`src/rtl/bw_pkg.sv`:
```
// rtl/bw_pkg.sv - shared types and widths for the product accumulator
package bw_pkg;
  typedef enum logic [1:0] {IDLE, ACCUM, HOLD} bw_acc_state_t;

  localparam int BW_PROD_W = 16;
  localparam int BW_ACC_W  = 24;
  localparam int BW_CNT_W  = 8;
endpackage

```
`src/rtl/bw_sat_add.sv`:
```
// rtl/bw_sat_add.sv - signed accumulator + product add with saturate or wrap
module bw_sat_add #(
  parameter int PROD_W = 16,
  parameter int ACC_W  = 24
) (
  input  logic [ACC_W-1:0]  a,
  input  logic [PROD_W-1:0] b,
  input  logic              sat_en,
  output logic [ACC_W-1:0]  sum,
  output logic              ovf
);
  localparam logic [ACC_W-1:0] MAX_V = {1'b0, {(ACC_W-1){1'b1}}};
  localparam logic [ACC_W-1:0] MIN_V = {1'b1, {(ACC_W-1){1'b0}}};

  logic [ACC_W:0] w_wide;

  // One guard bit is enough: a single add can leave range by at most one step.
  assign w_wide = {a[ACC_W-1], a} + {{(ACC_W+1-PROD_W){b[PROD_W-1]}}, b};
  assign ovf    = w_wide[ACC_W] ^ w_wide[ACC_W-1];

  always_comb begin
    sum = w_wide[ACC_W-1:0];
    if (ovf && sat_en) sum = w_wide[ACC_W] ? MIN_V : MAX_V;
  end
endmodule

```
`src/rtl/bw_product_accumulator.sv`:
```
// rtl/bw_product_accumulator.sv - accumulates a run of signed products into one result
module bw_product_accumulator
  import bw_pkg::*;
#(
  parameter int PROD_W = BW_PROD_W,
  parameter int ACC_W  = BW_ACC_W,
  parameter int CNT_W  = BW_CNT_W
) (
  input  logic              clk,
  input  logic              rst_n,
  input  logic              start,
  input  logic [CNT_W-1:0]  len,
  input  logic              sat_en,
  input  logic              prod_valid,
  input  logic [PROD_W-1:0] prod,
  output logic              prod_ready,
  output logic              acc_valid,
  input  logic              acc_ready,
  output logic [ACC_W-1:0]  acc_out,
  output logic              overflow,
  output logic              busy
);
  bw_acc_state_t r_state, w_next;

  logic [CNT_W-1:0] r_len, r_count;
  logic             r_sat, r_ovf, r_ovf_out;
  logic [ACC_W-1:0] r_acc, r_acc_out;
  logic [ACC_W-1:0] w_sum;
  logic             w_add_ovf, w_ovf_run, w_xfer, w_last;

  bw_sat_add #(.PROD_W(PROD_W), .ACC_W(ACC_W)) u_add (
    .a      (r_acc),
    .b      (prod),
    .sat_en (r_sat),
    .sum    (w_sum),
    .ovf    (w_add_ovf)
  );

  assign prod_ready = (r_state == ACCUM);
  assign acc_valid  = (r_state == HOLD);
  assign busy       = (r_state != IDLE);
  assign acc_out    = r_acc_out;
  assign overflow   = r_ovf_out;
  assign w_xfer     = prod_valid && prod_ready;
  assign w_last     = (r_count + CNT_W'(1)) == r_len;
  assign w_ovf_run  = r_ovf | w_add_ovf;

  always_ff @(posedge clk or negedge rst_n) begin
    if (!rst_n) r_state <= IDLE;
    else        r_state <= w_next;
  end

  always_comb begin
    w_next = r_state;
    case (r_state)
      IDLE:    if (start) w_next = (len == '0) ? HOLD : ACCUM;
      ACCUM:   if (w_xfer && w_last) w_next = HOLD;
      HOLD:    if (acc_ready) w_next = IDLE;
      default: w_next = IDLE;
    endcase
  end

  always_ff @(posedge clk or negedge rst_n) begin
    if (!rst_n) begin
      r_len     <= '0;
      r_count   <= '0;
      r_sat     <= 1'b0;
      r_ovf     <= 1'b0;
      r_acc     <= '0;
      r_acc_out <= '0;
      r_ovf_out <= 1'b0;
    end else begin
      case (r_state)
        IDLE: if (start) begin
          r_len     <= len;
          r_sat     <= sat_en;
          r_acc     <= '0;
          r_ovf     <= 1'b0;
          r_count   <= '0;
          r_acc_out <= '0;
          r_ovf_out <= 1'b0;
        end
        ACCUM: if (w_xfer) begin
          r_acc   <= w_sum;
          r_ovf   <= w_ovf_run;
          r_count <= r_count + CNT_W'(1);
          // Result registers load only on the final product so they read 0 mid-run.
          if (w_last) begin
            r_acc_out <= w_sum;
            r_ovf_out <= w_ovf_run;
          end
        end
        HOLD: if (acc_ready) begin
          r_acc_out <= '0;
          r_ovf_out <= 1'b0;
        end
        default: ;
      endcase
    end
  end
endmodule

```
`config.mk`:
```
export PLATFORM = sky130hd
export DESIGN_NAME = bw_product_accumulator
export DESIGN_NICKNAME = d
export VERILOG_FILES = /design/src/rtl/bw_pkg.sv /design/src/rtl/bw_sat_add.sv /design/src/rtl/bw_product_accumulator.sv
export SDC_FILE = /design/constraint.sdc
export NUM_CORES = 1
export LEC_CHECK = 0
export CAP_MARGIN = 20
export CORE_MARGIN = 10
export CORE_UTILIZATION = 45
export CTS_CLUSTER_SIZE = 16
export DETAILED_ROUTE_END_ITERATION = 6
export GPL_ROUTABILITY_DRIVEN = 0
export PLACE_DENSITY = 0.79
export SLEW_MARGIN = 20
export SYNTH_ARGS = -nofsm -noshare
export SYNTH_HDL_FRONTEND = slang
export SYNTH_SLANG_ARGS = --single-unit
export TNS_END_PERCENT = 10
```
`constraint.sdc`:
```
create_clock -name clk -period 8 [get_ports clk]
set_clock_uncertainty 0.1 [all_clocks]
set_input_delay 1.6 -clock clk [delete_from_list [all_inputs] [get_ports clk]]
set_output_delay 1.6 -clock clk [all_outputs]
set_load 0.1 [all_outputs]
```
==> impl_metrics.toml <==
[status]
status = "complete, no violations"

[cts]
postCtsHoldBufs = 0
cts_buffer_depth = 2
post_cts_resized = 0
clk_latency_ns = 0.35
cts_setup_buffers = 0
cts.sinks = 69
clk_pin_slew_ns = 0.08
cts_buffers = 9
cts_tree = "built"
root_buffer = "clkbuf_8"
cts-htree-levels = 3

[sta]
rsz0062_at_grt = "no"
period_share = 0.659
setup_violations = 0
worst_slack_ns = 2.73
finalSetupTns_ns = 0
min_period_ns = 5.27
worst_pin_slew_ns = 1.08
slew-limit-headroom = 0.283
slew_violations = 0
hold_viol = 0
max_freq_mhz = 190

[synth]
synth_cell_types = 58
synth_top_area_frac = 0.398
synth-edff-count = 0
ys_seq_area_frac = 0.398
synth_fp_nets = 528
netlist_instances = 472
yosys_warnings = 0
synth_area_leader_cell = "dfrtp_1"
synth-seq-cells = 69
synth_ff_type = "dfrtp_1"
avgSynthCellArea_um2 = 9.19
async_flop_share = 1.00
synth_area_um2 = 4340
synth.area.top_cells = "dfrtp_1 40%, ha_1 7.2%, o21ai_0 6.9%, nand2_1 5.4%, xnor2_1 4.6%"

[power]
powerDensity_nw_per_um2 = 369
ir_worst_vdd_mv = 0.151
p_leak_nw = 2.30

[cells_and_area]
final_common_cell = "dfrtp_1"
fin_area_um2 = 5200
mostFrequentLayoutCells = "69 x dfrtp_1, 62 x nand2_1, 60 x o21ai_0"
syn2layout_area_growth_pct = 19.9
drive_above_1_share = 0.0962
ff_latch_area_um2 = 1730
multi_input_area_um2 = 2470
layout.nets = 581
fin_cells = 659
num_antenna_cells = 0
nFillCells = 829

[setup_path]
critPathCaptureType = "flip-flop"
r2r_slack_ns = 4.00
worstReg2RegEnd = "acc_out[18]"
r2r_cells = 11
path_max_fanout = 12
r2r_start = "r_acc[0]"
crit_type = "in2reg"
cp_data_required_time_ns = 8.19
cp-start-kind = "primary input"
crit_path_end = "acc_out[18]"
worstPathArrival_ns = 5.46
cp-startpoint = "prod[0]"

[placed_design]
post-place-ws_ns = 2.36
port_buffers = 57
dp_hpwl_um = 8070
placed_cell_area_um2 = 4970
place_inst = 643

[floorplan]
coreArea_um2 = 9330
pin_count = 58
die_w_um = 118
die_height_um = 118
dieArea_um2 = 14000
fp-row-count = 35
start_util = 0.465

[drt]
wl_met2_um = 5460
drc = 0
m1WireLength_um = 4840
wl_met3_um = 558
antenna_left = 0
vias_per_cell = 5.68
wirelength_um = 11000
wire_per_inst_um = 16.8
routed.top_layer = "met4"
drt-initial-drc-count = 156
drtPass1Iterations = 4
vias = 3742

[global_route]
grt_usage = 0.157
grt_pass1_wl_um = 18600
antenna_found_initial = 0
grt_max_degree = 70
grt_pass1_vias = 3816
overflow = 0

[worst_hold_path]
hp-class = "reg2reg"

[job]
max_cap_viol_count = 0
-- Yosys cell counts (2+ instances only) --
library cell and count:
a21o_1 12, mux2_2 9, mux2i_1 2, nand2_1 62, xnor2_1 23, a21oi_1 25, xor2_1 10, o2111ai_1 2
a211o_1 3, buf_6 4, a22o_1 9, a211oi_1 6, nor2b_1 4, o21ai_0 60, a31oi_1 6, clkbuf_1 11
a221oi_1 2, o21ai_2 10, dfrtp_1 69, o31ai_1 5, nand2b_1 9, and3_1 4, nand3_1 6, nor4_1 3
nor3_1 4, and2_1 7, and3_2 2, nand4_1 5, and2b_2 2, o21a_1 4, or2_2 3, nor2_1 33
inv_1 7, ha_1 25
-- final cells by class --
cell class / instances / area share
timing repair buffer: 60 / 0.113
inverter: 7 / 0.00505
multi-input combinational: 378 / 0.476
clock inverter: 4 / 0.0135
clock buffer: 12 / 0.0298
tap: 129 / 0.0310
sequential: 69 / 0.332
-- layer usage --
layer / global-route usage / vias to the layer above
li1: - / 1807
met3: 0.0333 / 18
met5: 0 / -
met2: 0.272 / 100
met4: 0.0549 / 0
met1: 0.189 / 1817
-- how the worst min path moves through the flow --
| stage | from | to | slack [ns] | cells after the start |
|---|---|---|---|---|
| 2_1_floorplan | r_acc[0] | r_acc[0] | 0.35 | 2 |
| 3_3_place_gp | acc_out[8] | acc_out[8] | 0.36 | 2 |
| 3_5_place_dp | acc_out[7] | acc_out[7] | 0.37 | 2 |
| 4_1_cts | acc_out[7] | acc_out[7] | 0.39 | 2 |
| 5_1_grt | acc_out[7] | acc_out[7] | 0.40 | 2 |
| 6_report | acc_out[20] | acc_out[20] | 0.38 | 2 |
-- state kept, by name, indices dropped and copies added, names as in the netlist --
signal    cells
r_acc        24
r_state       2
r_len         8
r_ovf         1
overflow      1
r_sat         1
acc_out      24
r_count       8
-- power by group --
group,switching (mW),internal (mW)
combinational,0.672,0.401
clock,0.137,0.192
sequential,0.0733,0.446
total,0.883,1.04
-- kinds of logic (layout without fill, tap and decap cells) --
group	Yosys count	in the layout	share of synthesized area
AND/OR/NAND/NOR	149	149	0.162
adder cells (fa/ha/maj)	26	26	0.0767
AO/OA/AOI/OAI	159	159	0.236
multiplexers	11	11	0.0280
flip-flops	69	69	0.398
buffers and inverters	25	83	0.0326
XOR/XNOR	33	33	0.0666
-- worst max-delay path, stage by stage --
cell	delay, ns
clkdlybuf4s50_1	0.40
ha_1	0.24
fa_1	0.43
a21o_1	0.20
a221o_1	0.31
a41oi_1	0.30
a31oi_1	0.13
o22ai_1	0.34
mux2i_1	0.83
buf_4	0.34
nand2b_1	0.17
a22o_1	0.15
-- stage by stage --
step,total power [mW],hold slack (ns),utilization
after global placement,1.55,0.362,0.533
final,1.92,0.380,0.558
after floorplan,1.35,0.354,-
after global routing,2.07,0.402,0.558
after CTS,1.92,0.385,0.557
after detailed placement,1.59,0.368,0.533
Power figures use the tool's default switching activity.
==> RTL change 1: new RTL, same flow settings <==
Encoding of `bw_acc_state_t`: now one-hot (3 bits for 3 states).
--- a/src/rtl/bw_pkg.sv
+++ b/src/rtl/bw_pkg.sv
@@ -2,3 +2,3 @@
 package bw_pkg;
-  typedef enum logic [1:0] {IDLE, ACCUM, HOLD} bw_acc_state_t;
+  typedef enum logic [2:0] {IDLE = 3'b001, ACCUM = 3'b010, HOLD = 3'b100} bw_acc_state_t;
 
Function: same outputs for any inputs over 4 cycles, from zero or initial values and one cycle with rst_n low; so few cycles prove little.
==> RTL change 1 against the unedited design <==
  * Sequential cell count grew 1
  * Clock power up 2%
  * Routed wire length up 5.4%
  * Total power is 21% higher
  * Critical path type unchanged
  * Die area increased by 1.5%
  * Setup slack better by 0.18 ns
  * Synthesized area grew 1.8%
  * Non-clock buffer count unchanged
  * Global-route usage increased by 0.72 points
  * Final area increased by 1.6%
  * Critical endpoint is now acc_out[20]
  * Synthesized cell count is 4.7% higher
  * Fmax grew 3.4%
  * Critical path depth fell by 2
  * Final cell count is 3.0% higher
==> RTL change 1: results <==
[status]
status = finished, final reports clean

[synth]
synthesis.nets = 550
syn_inst = 494
synth_adder_area_share = 0.0754
synth.distinct_cells = 60
synth_area_leaders = dfrtp_1 (39%), ha_1 (7.1%), nand2_1 (6.0%), o21ai_1 (4.3%), a21oi_1 (3.4%)
synthMuxAreaShare = 0.0252
synth_xor_area_frac = 0.0536
ys_seq_area_frac = 0.397
synth_compound_area_frac = 0.241

[timing]
tightest_slew_ns = 0.980

[worst_setup_path]
r2r-end = acc_out[20]
arrival_ns = 5.23
cp-startpoint = prod[15]
cpMaxStageDelayCell = clkdlybuf4s50_1
reg2reg_depth = 10
cp_slowest_stage_delay_ns = 0.61
critPathMaxFanout = 23
r2r_slack_ns = 4.26

[place]
dpl-instance-area_sq_um = 5050
dp_cells = 663
hpwl_mm = 8.44

[drt]
drt-initial-drc-count = 206
wl_mm = 11.6
dr.pass1.iters = 5
route.met2.wl_mm = 5.79
vias_per_cell = 5.87
wl_met3_um = 542
wl_met1_mm = 4.98

[layout]
finalNetCount = 597
fin_cells = 679
drive_gt1_frac = 0.0733
nFillCells = 852

[power_and_ir_drop]
netSwitchingFraction = 0.517
ir_drop_mv = 0.214
p_leak_uw = 0.00233

[hold_path]
hp-start = acc_out[18]
whs_endpoint = acc_out[18]
hold_class = flop to flop

[global_routing]
use_met2 = 0.283
grt_pass1_vias = 4009
use_met3 = 0.0302
met1_usage = 0.194
grt_use_total = 0.165
grt_max_degree = 71
grt_pass1_wl_mm = 19.7

[clocking]
cts_num_sinks = 70
clkTransAtPathRegs_ns = 0.08
cts_setup_buffers = 0
-- RTL change 1: changes by cell type after synthesis, moves of 5 or more --
| cell | change |
|---|---|
| o21ai_1 | +37 |
| o21ai_0 | -34 |
| nor3_1 | +20 |
| nor2_1 | -10 |
| o21ai_2 | -10 |
| xnor2_1 | -9 |
| nand2_1 | +8 |
| nand2b_1 | -7 |
| o211ai_1 | +6 |
| a21oi_1 | +5 |
| clkbuf_1 | +5 |
-- RTL change 1: cell type report --
cell class / count / share of cell area
Inverter: 11 / 0.00781
Tap cell: 133 / 0.0315
Timing Repair Buffer: 60 / 0.111
Sequential cell: 70 / 0.332
Clock buffer: 11 / 0.0286
Clock inverter: 5 / 0.0154
Multi-Input combinational cell: 389 / 0.474
-- RTL change 1: worst reg2reg max path, delay by kind of cell (launching register included) --
family / cells / cell delay, ns
adder cells (fa/ha/maj): 2 / 0.66
AO/OA/AOI/OAI: 6 / 1.61
flip-flops: 1 / 0.39
AND/OR/NAND/NOR: 2 / 0.85
-- RTL change 1: power by group through the flow --
stage                     Clock (uW)  Combinational [uW]  Sequential, uW
after floorplan                    0                 790             855
after global placement             0                1370             561
after detailed placement           0                1410             567
after CTS                        342                1420             561
after global routing             357                1540             575
final                            334                1420             561
-- RTL change 1: cell families after synthesis --
logic type / after synthesis
muxes: 10
buffers and inverters: 35
adders and majority gates: 26
AOI/OAI and AO/OA: 166
and+or+nand+nor: 160
DFF: 70
xor gates and xnor gates: 27
-- RTL change 1: stage by stage --
stage	worst slack [ns]	utilization	power, uW	hold slack (ns)
CTS	2.92	0.546	2320	0.395
finish	2.90	0.546	2310	0.384
detailed placement	2.53	0.522	1970	0.378
global placement	2.70	0.522	1930	0.371
global route	2.70	0.546	2470	0.421
floorplan	3.62	-	1640	0.353
==> RTL change 2: new RTL, config.mk and constraints unchanged <==
Made on the original files. The package constant `BW_CNT_W` goes from 8 to 12.
--- a/src/rtl/bw_pkg.sv
+++ b/src/rtl/bw_pkg.sv
@@ -6,3 +6,3 @@
   localparam int BW_ACC_W  = 24;
-  localparam int BW_CNT_W  = 8;
+  localparam int BW_CNT_W  = 12;
 endpackage
Interface: changed (resized len); port bits go from 58 to 62. No check against the original RTL was run, so the function may have changed too.
==> RTL change 2 against the unedited design <==
  * First-iteration DRC count rose by 110%
  * Final area increased by 14%
  * Routed wire length increased by 9.8%
  * Critical path type unchanged
  * Global-route usage rose by 0.077 points
  * Highest routed layer unchanged
  * Synthesized area is 16% higher
  * Largest cell class unchanged
  * Total power is 8.6% higher
  * Die area rose by 13%
  * Final cell count increased by 11%
  * Register-to-register slack better by 0.53 ns
  * Synthesized cell count is 13% higher
  * Setup slack improved by 0.47 ns
  * Sequential power increased by 12%
  * Sequential cell count is 8 higher
==> RTL change 2: results <==
[synth]
synthMuxAreaShare = 0.0360
synth_xor_area_frac = 0.0556
synth.distinct_cells = 70
synth_area_leaders = dfrtp_1 (38%), ha_1 (6.2%), o2bb2ai_2 (6.0%), o21ai_0 (4.8%), nand2_1 (4.5%)
synth_compound_area_frac = 0.261
async_flop_share = 1.00
synthesis.nets = 593
ys_seq_area_frac = 0.382
yosys-top-cells-count = dfrtp_1 (77), nand2_1 (60), nor2_1 (49)
yosys_warnings = 0
synth_adder_area_share = 0.0660

[drt]
drt-initial-drc-count = 320
vias_per_cell = 5.80
wl_per_cell_um = 16.6
drcViolationCount = 0
dr.pass1.iters = 4

[power_and_ir_drop]
p_leak_uw = 0.00251
ir_drop_mv = 0.258

[layout]
diodes = 0
drive_gt1_frac = 0.136
finalNetCount = 644

[worst_setup_path]
r2r-end = r_acc[6]
cp_top_family = buffers and inverters
r2r_slack_ns = 4.53
endpoint = acc_out[20]
cp-startpoint = prod[15]
arrival_ns = 5.02
cpMaxStageDelayCell = clkdlybuf4s50_1
regToRegStartpoint = r_acc[0]
reg2reg_depth = 10
cp_slowest_stage_delay_ns = 0.61
critPathMaxFanout = 18

[global_routing]
antenna_found_initial = 0
grt_max_degree = 78
grt_pass1_wl_mm = 21.2
grt_use_total = 0.158
grt_pass1_vias = 4315

[place]
hpwl_mm = 9.07
portBuffers = 61
dpl-instance-area_sq_um = 5730

[status]
status = finished, final reports clean

[clocking]
worstSkewPairLatency_ns = 0.38
cts_buffers = 9
clk_path_buf_depth = 2
ctsResizeCount = 0
clkTransAtPathRegs_ns = 0.08
cts_setup_buffers = 0
clock-root-buffer = clkbuf_8
htree_levels = 3

[timing]
relSlewSlack = 0.338
tns_ns = 0

[hold_path]
hold_class = flop to flop
[RTL change 2: cell types whose count changed after synthesis, moves of 6 or more]
| cell | delta |
|---|---|
| nor2_1 | +16 |
| o21ai_0 | -12 |
| a21o_1 | -6 |
| buf_2 | +8 |
| o21ai_2 | -10 |
| o2bb2ai_2 | +20 |
| o21ai_1 | +10 |
| nand2b_1 | -6 |
| dfrtp_1 | +8 |
[RTL change 2: how the worst min path moves through the flow]
stage / from / endpoint / slack [ns] / cells past startpoint
2_1_floorplan: r_acc[11] / r_acc[11] / 0.35 / 2
4_1_cts: r_acc[19] / r_acc[19] / 0.40 / 2
5_1_grt: overflow / overflow / 0.42 / 1
3_5_place_dp: r_acc[19] / r_acc[19] / 0.38 / 2
6_report: r_ovf / r_ovf / 0.40 / 2
3_3_place_gp: r_acc[11] / r_acc[11] / 0.37 / 2
[RTL change 2: power by group]
group	total [uW]	internal, uW	switching (uW)
sequential	582	495	86.8
combinational	1210	450	759
clock	294	152	143
total	2090	1100	988
[RTL change 2: layout make-up]
class                           instances  area [sq um]
Fill cell                            1002          4970
Multi-Input combinational cell        421          2950
Sequential cell                        77          1930
Timing Repair Buffer                   64           631
Tap cell                              140           175
Clock buffer                           12           145
Clock inverter                          4          47.5
Inverter                               11          41.3
[RTL change 2: logic make-up after synthesis]
kind of cell / after synthesis
buf+inv: 35
simple gates: 171
compound gates: 176
fa+ha+maj: 26
flops: 77
mux: 16
xor+xnor: 32
[RTL change 2: worst register-to-register path, delay by kind of cell, from the launching register on]
kind / cells / cell delay, ns
compound gates: 6 / 1.64
fa+ha+maj: 2 / 0.65
simple gates: 2 / 0.58
flops: 1 / 0.39
[RTL change 2: routing by layer]
layer  global-route usage  part of all wire  vias to the layer above
met1                0.192              0.43                     2039
met4               0.0476             0.015                        0
met3               0.0457             0.052                       21
met5                    0                 0                        -
li1                     -                 -                     2057
met2                0.266              0.50                      112
[RTL change 2: per-stage QoR]
| step | hold WS (ns) | util | std cells | total power (uW) | worst slack [ns] |
|---|---|---|---|---|---|
| 4_1_cts | 0.397 | 0.544 | 729 | 2090 | 3.21 |
| 3_5_place_dp | 0.379 | 0.526 | 713 | 1790 | 2.83 |
| 6_report | 0.396 | 0.544 | 729 | 2090 | 3.20 |
| 5_1_grt | 0.417 | 0.544 | 729 | 2270 | 2.99 |
| 2_1_floorplan | 0.354 | - | 533 | 1520 | 3.74 |
| 3_3_place_gp | 0.368 | 0.526 | 713 | 1750 | 2.82 |
